==> src/rtl/dpram_arb_pkg.sv <==
// Shared defaults and helpers for the dual-port RAM access arbiter.
package dpram_arb_pkg;

   localparam int DEF_NUM_REQ   = 2;
   localparam int DEF_RAM_WIDTH = 64;
   localparam int DEF_ADDR_SIZE = 10;
   localparam int MIN_NUM_REQ   = 2;
   localparam int MAX_NUM_REQ   = 4;

   function automatic bit num_req_legal(input int n);
      return (n >= MIN_NUM_REQ) && (n <= MAX_NUM_REQ);
   endfunction

   // Pointer position just after the given winner, wrapping at n.
   function automatic int rr_next(input int idx, input int n);
      return (idx + 1) % n;
   endfunction

endpackage

==> src/rtl/dpram_access_arbiter_rr_arbiter.sv <==
// Combinational round-robin picker: first request at or above the pointer wins.
module rr_arbiter
   import dpram_arb_pkg::*;
#(
   parameter int N  = 2,
   parameter int PW = 1
) (
   input  logic          en,
   input  logic [N-1:0]  req,
   input  logic [PW-1:0] ptr,
   output logic [N-1:0]  gnt,
   output logic          found,
   output logic [PW-1:0] winner,
   output logic [PW-1:0] next_ptr
);

   // Search from ptr upward with wrap; pointer only advances on a winner.
   always_comb begin
      logic [PW-1:0] idx;
      idx    = '0;
      gnt    = '0;
      found  = 1'b0;
      winner = '0;
      for (int k = 0; k < N; k++) begin
         idx = PW'((int'(ptr) + k) % N);
         if (en && !found && req[idx]) begin
            found    = 1'b1;
            winner   = idx;
            gnt[idx] = 1'b1;
         end
      end
      next_ptr = found ? PW'(rr_next(int'(winner), N)) : ptr;
   end

endmodule

==> src/rtl/dpram_access_arbiter.sv <==
// Shares one dual-port memory between NUM_REQ requesters with independent
// round-robin write and read arbitration and tagged read-data return.
module dpram_access_arbiter
   import dpram_arb_pkg::*;
#(
   parameter int NUM_REQ   = DEF_NUM_REQ,
   parameter int RAM_WIDTH = DEF_RAM_WIDTH,
   parameter int ADDR_SIZE = DEF_ADDR_SIZE
) (
   input  logic                           clk,
   input  logic                           rst_n,
   input  logic                           arb_en,
   input  logic [NUM_REQ-1:0]             wr_req,
   input  logic [NUM_REQ*ADDR_SIZE-1:0]   wr_addr,
   input  logic [NUM_REQ*RAM_WIDTH-1:0]   wr_data,
   output logic [NUM_REQ-1:0]             wr_gnt,
   input  logic [NUM_REQ-1:0]             rd_req,
   input  logic [NUM_REQ*ADDR_SIZE-1:0]   rd_addr,
   output logic [NUM_REQ-1:0]             rd_gnt,
   output logic [RAM_WIDTH-1:0]           rd_data,
   output logic [NUM_REQ-1:0]             rd_valid,
   output logic                           rd_err,
   output logic [RAM_WIDTH-1:0]           mem_data_in,
   output logic [ADDR_SIZE-1:0]           mem_wr_address,
   output logic [ADDR_SIZE-1:0]           mem_rd_address,
   output logic                           mem_write,
   output logic                           mem_wr_en,
   output logic                           mem_read,
   output logic                           mem_rd_en,
   input  logic [RAM_WIDTH-1:0]           mem_data_out,
   input  logic                           mem_data_valid
);

   localparam int PW = $clog2(NUM_REQ);

   if (!num_req_legal(NUM_REQ)) begin : g_bad_num_req
      $error("dpram_access_arbiter: NUM_REQ must be in 2..4");
   end

   logic [PW-1:0]        wr_ptr, rd_ptr;
   logic [PW-1:0]        wr_win, rd_win, wr_next, rd_next;
   logic                 wr_found, rd_found;
   logic [NUM_REQ-1:0]   wr_gnt_raw, rd_gnt_raw;
   logic [ADDR_SIZE-1:0] wr_sel_addr, rd_sel_addr;
   logic [RAM_WIDTH-1:0] wr_sel_data;
   logic                 arb_active, collide, rd_accept;
   logic                 p1_v, p2_v;
   logic [PW-1:0]        p1_tag, p2_tag;

   // Grants are combinational, so they are also forced low while reset is held.
   assign arb_active = arb_en & rst_n;

   rr_arbiter #(.N(NUM_REQ), .PW(PW)) u_wr_arb (
      .en(arb_active), .req(wr_req), .ptr(wr_ptr),
      .gnt(wr_gnt_raw), .found(wr_found), .winner(wr_win), .next_ptr(wr_next)
   );

   rr_arbiter #(.N(NUM_REQ), .PW(PW)) u_rd_arb (
      .en(arb_active), .req(rd_req), .ptr(rd_ptr),
      .gnt(rd_gnt_raw), .found(rd_found), .winner(rd_win), .next_ptr(rd_next)
   );

   assign wr_sel_addr = ADDR_SIZE'(wr_addr >> (int'(wr_win) * ADDR_SIZE));
   assign wr_sel_data = RAM_WIDTH'(wr_data >> (int'(wr_win) * RAM_WIDTH));
   assign rd_sel_addr = ADDR_SIZE'(rd_addr >> (int'(rd_win) * ADDR_SIZE));

   // Same-address read/write in one cycle: the write wins, the reader retries.
   assign collide   = wr_found && rd_found && (wr_sel_addr == rd_sel_addr);
   assign rd_accept = rd_found && !collide;

   assign wr_gnt    = wr_gnt_raw;
   assign rd_gnt    = rd_accept ? rd_gnt_raw : '0;
   assign mem_wr_en = mem_write;
   assign mem_rd_en = mem_read;

   // Pointers and the registered memory command.
   always_ff @(posedge clk or negedge rst_n) begin
      if (!rst_n) begin
         wr_ptr         <= '0;
         rd_ptr         <= '0;
         mem_write      <= 1'b0;
         mem_read       <= 1'b0;
         mem_wr_address <= '0;
         mem_rd_address <= '0;
         mem_data_in    <= '0;
      end else begin
         wr_ptr    <= wr_next;
         mem_write <= wr_found;
         mem_read  <= rd_accept;
         if (rd_accept)
            rd_ptr <= rd_next;
         if (wr_found) begin
            mem_wr_address <= wr_sel_addr;
            mem_data_in    <= wr_sel_data;
         end
         if (rd_accept)
            mem_rd_address <= rd_sel_addr;
      end
   end

   // Two-stage tag pipeline: stage 1 = command on pins, stage 2 = data due back.
   always_ff @(posedge clk or negedge rst_n) begin
      if (!rst_n) begin
         p1_v     <= 1'b0;
         p2_v     <= 1'b0;
         p1_tag   <= '0;
         p2_tag   <= '0;
         rd_valid <= '0;
         rd_data  <= '0;
         rd_err   <= 1'b0;
      end else begin
         p1_v     <= rd_accept;
         p1_tag   <= rd_win;
         p2_v     <= p1_v;
         p2_tag   <= p1_tag;
         rd_valid <= '0;
         if (p2_v) begin
            if (mem_data_valid) begin
               rd_valid <= NUM_REQ'(1) << p2_tag;
               rd_data  <= mem_data_out;
            end else begin
               rd_err <= 1'b1;
            end
         end
      end
   end

endmodule

==> config.mk <==
export PLATFORM = sky130hd
export DESIGN_NAME = dpram_access_arbiter
export DESIGN_NICKNAME = d
export VERILOG_FILES = /design/src/rtl/dpram_arb_pkg.sv /design/src/rtl/dpram_access_arbiter_rr_arbiter.sv /design/src/rtl/dpram_access_arbiter.sv
export SDC_FILE = /design/constraint.sdc
export NUM_CORES = 1
export LEC_CHECK = 0
export ABC_AREA = 1
export BUFFER_PORTS_ARGS = -buffer_cell sky130_fd_sc_hd__buf_2
export CAP_MARGIN = 20
export CORE_ASPECT_RATIO = 1.5
export CORE_MARGIN = 8
export CORE_UTILIZATION = 29
export DETAILED_ROUTE_END_ITERATION = 10
export GPL_TIMING_DRIVEN = 0
export PLACE_DENSITY_LB_ADDON = 0.12
export SETUP_SLACK_MARGIN = 0.15
export SYNTH_ARGS = -nofsm -noshare
export SYNTH_HDL_FRONTEND = slang
export SYNTH_HIERARCHICAL = 1
export SYNTH_SLANG_ARGS = --single-unit
==> constraint.sdc <==
create_clock -name clk -period 3 [get_ports clk]
set_input_delay 0.6 -clock clk [delete_from_list [all_inputs] [get_ports clk]]
set_output_delay 0.6 -clock clk [all_outputs]
set_load 0.05 [all_outputs]
==> results.py <==
metrics = {
    "outcome": {
        "status": "finished with violations",
        "violations": "negative setup slack",
    },
    "global_routing": {
        "grt_overflow": 0,
        "grt_first_pass_wirelength_mm": 42.1,
        "grt.total_usage_pct": 18.7,
        "grt_pass1_vias": 7305,
        "grt_start_max_net_pins": 104,
        "antenna_found_initial": 9,
    },
    "synth": {
        "synth.most_common_cell": "nand2_1",
        "yosysTopAreaCell": "dfrtp_1",
        "avgSynthCellArea_um2": 9.08,
        "synthTopCellsByCount": "nand2_1, dfrtp_1, o21ai_0, nor2_1, mux2_2",
        "synthFlopType": "dfrtp_1",
        "yosys.cell_types.count": 23,
        "synth_edf_count": 0,
        "ys_top_cells_by_area": "dfrtp_1, nand2_1, mux2_2",
        "synth_seq_cells": 158,
        "synthArstFlopShare_pct": 100,
        "syn-num-nets": 1022,
        "yosys.area.top_type_share_pct": 55.7,
        "netlist_area_mm2": 0.00710,
        "postSynthCellCount": 782,
        "seq_area_frac_synth_pct": 55.7,
        "synth-warning-count": 6,
    },
    "drt": {
        "vias_per_cell": 4.42,
        "vias": 6912,
        "drtIter0Drc": 215,
        "routedWlPerCell_um": 17.8,
        "firstDrtPassIters": 4,
        "drc": 0,
        "antenna_left": 0,
        "wirelength_mm": 27.9,
    },
    "sta": {
        "timing.final.ws_setup_ns": -0.0681,
        "rsz0062_at_grt": "true",
        "fin_worst_skew_ns": 0.00830,
        "period_share_pct": 102,
        "maxSlewViolCount": 0,
        "max_slew.worst_pin.slew_ns": 0.641,
        "max_freq_ghz": 0.326,
        "setup_viol": 2,
        "finalCriticalPeriod_ns": 3.07,
        "setup_tns_ns": -0.135,
        "hold_viol": 0,
        "max_slew_margin_pct": 57.3,
    },
    "worst_setup_path": {
        "end_kind": "output pin",
        "start_kind": "register",
        "r2r_end": "mem_data_in[34]",
        "crit_type": "reg2out",
        "regToRegSetupSlack_ns": 0.64,
        "critical_path_required_ns": 2.40,
        "r2r-start": "wr_ptr",
        "cp_max_fo": 6,
        "arrival_ns": 2.47,
        "rr_worst_depth": 8,
        "worstSetupEndpoint": "rd_gnt[1]",
        "cp-startpoint": "wr_ptr",
    },
    "cells_and_area": {
        "final_core_util_pct": 43.2,
        "syn_to_final_growth_pct": 47.8,
        "drive_gt1_share_pct": 45.8,
        "postLayoutCellArea_mm2": 0.0105,
        "layout.nets": 1462,
    },
    "place": {
        "port_buffers": 398,
        "hpwlAfterDp_mm": 22.0,
        "placed_area_mm2": 0.00954,
        "place_congestion": 0.792,
    },
    "die": {
        "std_cell_rows": 70,
        "dieArea_mm2": 0.0298,
        "chipHeight_um": 208,
        "die_w_um": 144,
        "core_area_mm2": 0.0243,
        "io_pins": 399,
        "start_util_pct": 29.3,
    },
    "pwr": {
        "p_seq_share_pct": 30.1,
        "power.density_mw_per_mm2": 1110,
        "p_sw_share_pct": 50.8,
        "combPwrFrac_pct": 51.3,
        "p_leak_nw": 5.65,
        "clkPwrFrac_pct": 18.6,
        "p_switching_w": 0.00590,
        "internal_power_w": 0.00571,
        "peakVddDrop_mv": 0.521,
    },
    "cts": {
        "numCtsBuffers": 17,
        "cts_root_buf": "clkbuf_16",
        "cts_sinks": 158,
        "clk_pin_slew_worst_paths_ns": 0.07,
        "htree_levels": 4,
        "cts_buffer_depth": 2,
        "cts_tree": "yes",
        "clock_latency_ns": 0.43,
    },
    "job": {
        "cap_violations": 0,
    },
    "worst_hold_path": {
        "hold_path_class": "in2async",
    },
}
## state kept, by name (all words and copies together), names as in the netlist
register        flops
p1_v                1
rd_data            64
rd_valid            2
mem_wr_en           1
p2_v                1
wr_ptr              1
rd_err              1
mem_data_in        64
rd_ptr              1
p1_tag              1
mem_rd_address     10
mem_wr_address     10
p2_tag              1
## layout by cell type (no fill, tap or decap), types with 7 or more instances in the layout
master	Yosys	final
buf_4	6	22
inv_1	49	48
nor2_1	73	69
clkbuf_1	26	28
buf_1	7	7
dfrtp_1	158	157
nand2_1	211	198
clkbuf_16	0	17
mux2_2	64	64
nand2_2	3	16
o21ai_0	142	142
nand3_1	16	15
buf_2	5	400
## worst max-delay path, stage by stage, from the launching register on
cell and delay, ns:
dfrtp_1 0.38, o211ai_1 0.27, inv_1 0.09, buf_6 0.15
inv_8 0.07, buf_4 0.11, nand2_1 0.04, nand2_1 0.08
inv_1 0.08, nand2_1 0.06, nand2_1 0.05, inv_1 0.05
nand2_2 0.05, nor2_2 0.11, nand2_2 0.09, nand2_4 0.08
buf_8 0.12, nor2_4 0.04, buf_8 0.14
## per-stage QoR
| step | power (W) | worst slack (ns) | std cells | hold WS [ns] |
|---|---|---|---|---|
| floorplan | 0.00780 | 0.0161 | 782 | 0.304 |
| finish | 0.0116 | -0.0681 | 1565 | 0.107 |
| detailed placement | 0.00950 | -0.806 | 1505 | 0.343 |
| global route | 0.0122 | -0.243 | 1563 | 0.0840 |
| global placement | 0.00946 | -3.48 | 1504 | 0.334 |
| CTS | 0.0118 | -0.0901 | 1557 | 0.0853 |
## worst min path at each step
stage	from	endpoint	slack, ns
detailed placement	p1_tag	p2_tag	0.34
global route	rst_n	mem_data_in[4]	0.08
CTS	rst_n	mem_data_in[4]	0.09
global placement	p1_tag	p2_tag	0.33
floorplan	rst_n	mem_data_in[0]	0.30
finish	rst_n	mem_data_in[4]	0.11
## metal layers
layer	vias up	wire length [um]	track usage [%]	part of all wire (%)
met5	-	51	0	0.18
met4	8	547	6.26	2.0
met3	35	2560	6.95	9.2
met2	266	14900	34.7	53
met1	3186	9880	18.6	35
li1	3417	-	-	-
## cell families after synthesis
kind of cell / after synthesis / synth area share, %
AO/OA/AOI/OAI: 150 / 10.9
AND/OR/NAND/NOR: 308 / 17.0
multiplexers: 64 / 10.2
flip-flops: 158 / 55.7
buffers and inverters: 102 / 6.22
## power by group through the flow
stage	Clock, W	Sequential [W]	Combinational, W
after floorplan	0	0.00675	0.00105
after detailed placement	0	0.00355	0.00596
after global routing	0.00231	0.00363	0.00628
final	0.00216	0.00350	0.00595
after global placement	0	0.00351	0.00594
after CTS	0.00223	0.00351	0.00604
## area by class of cell
class / instances / area (um2)
fillers: 2518 / 13800
flip-flops and latches: 158 / 3960
multi-input cells: 522 / 2770
repair buffers: 421 / 2290
clock buffers: 20 / 447
well taps: 324 / 405
plain buffers: 48 / 262
inverters: 54 / 213
clock inverters: 12 / 135
diodes: 6 / 15.0
## what timing repair did
action,4_1_cts,5_1_grt
setup endpoints to repair,2,2
setup buffers,16,2
pin swaps,13,8
cloned,4,0
resized for setup,32,9
hold buffers,0,0
Power figures use the tool's default switching activity.
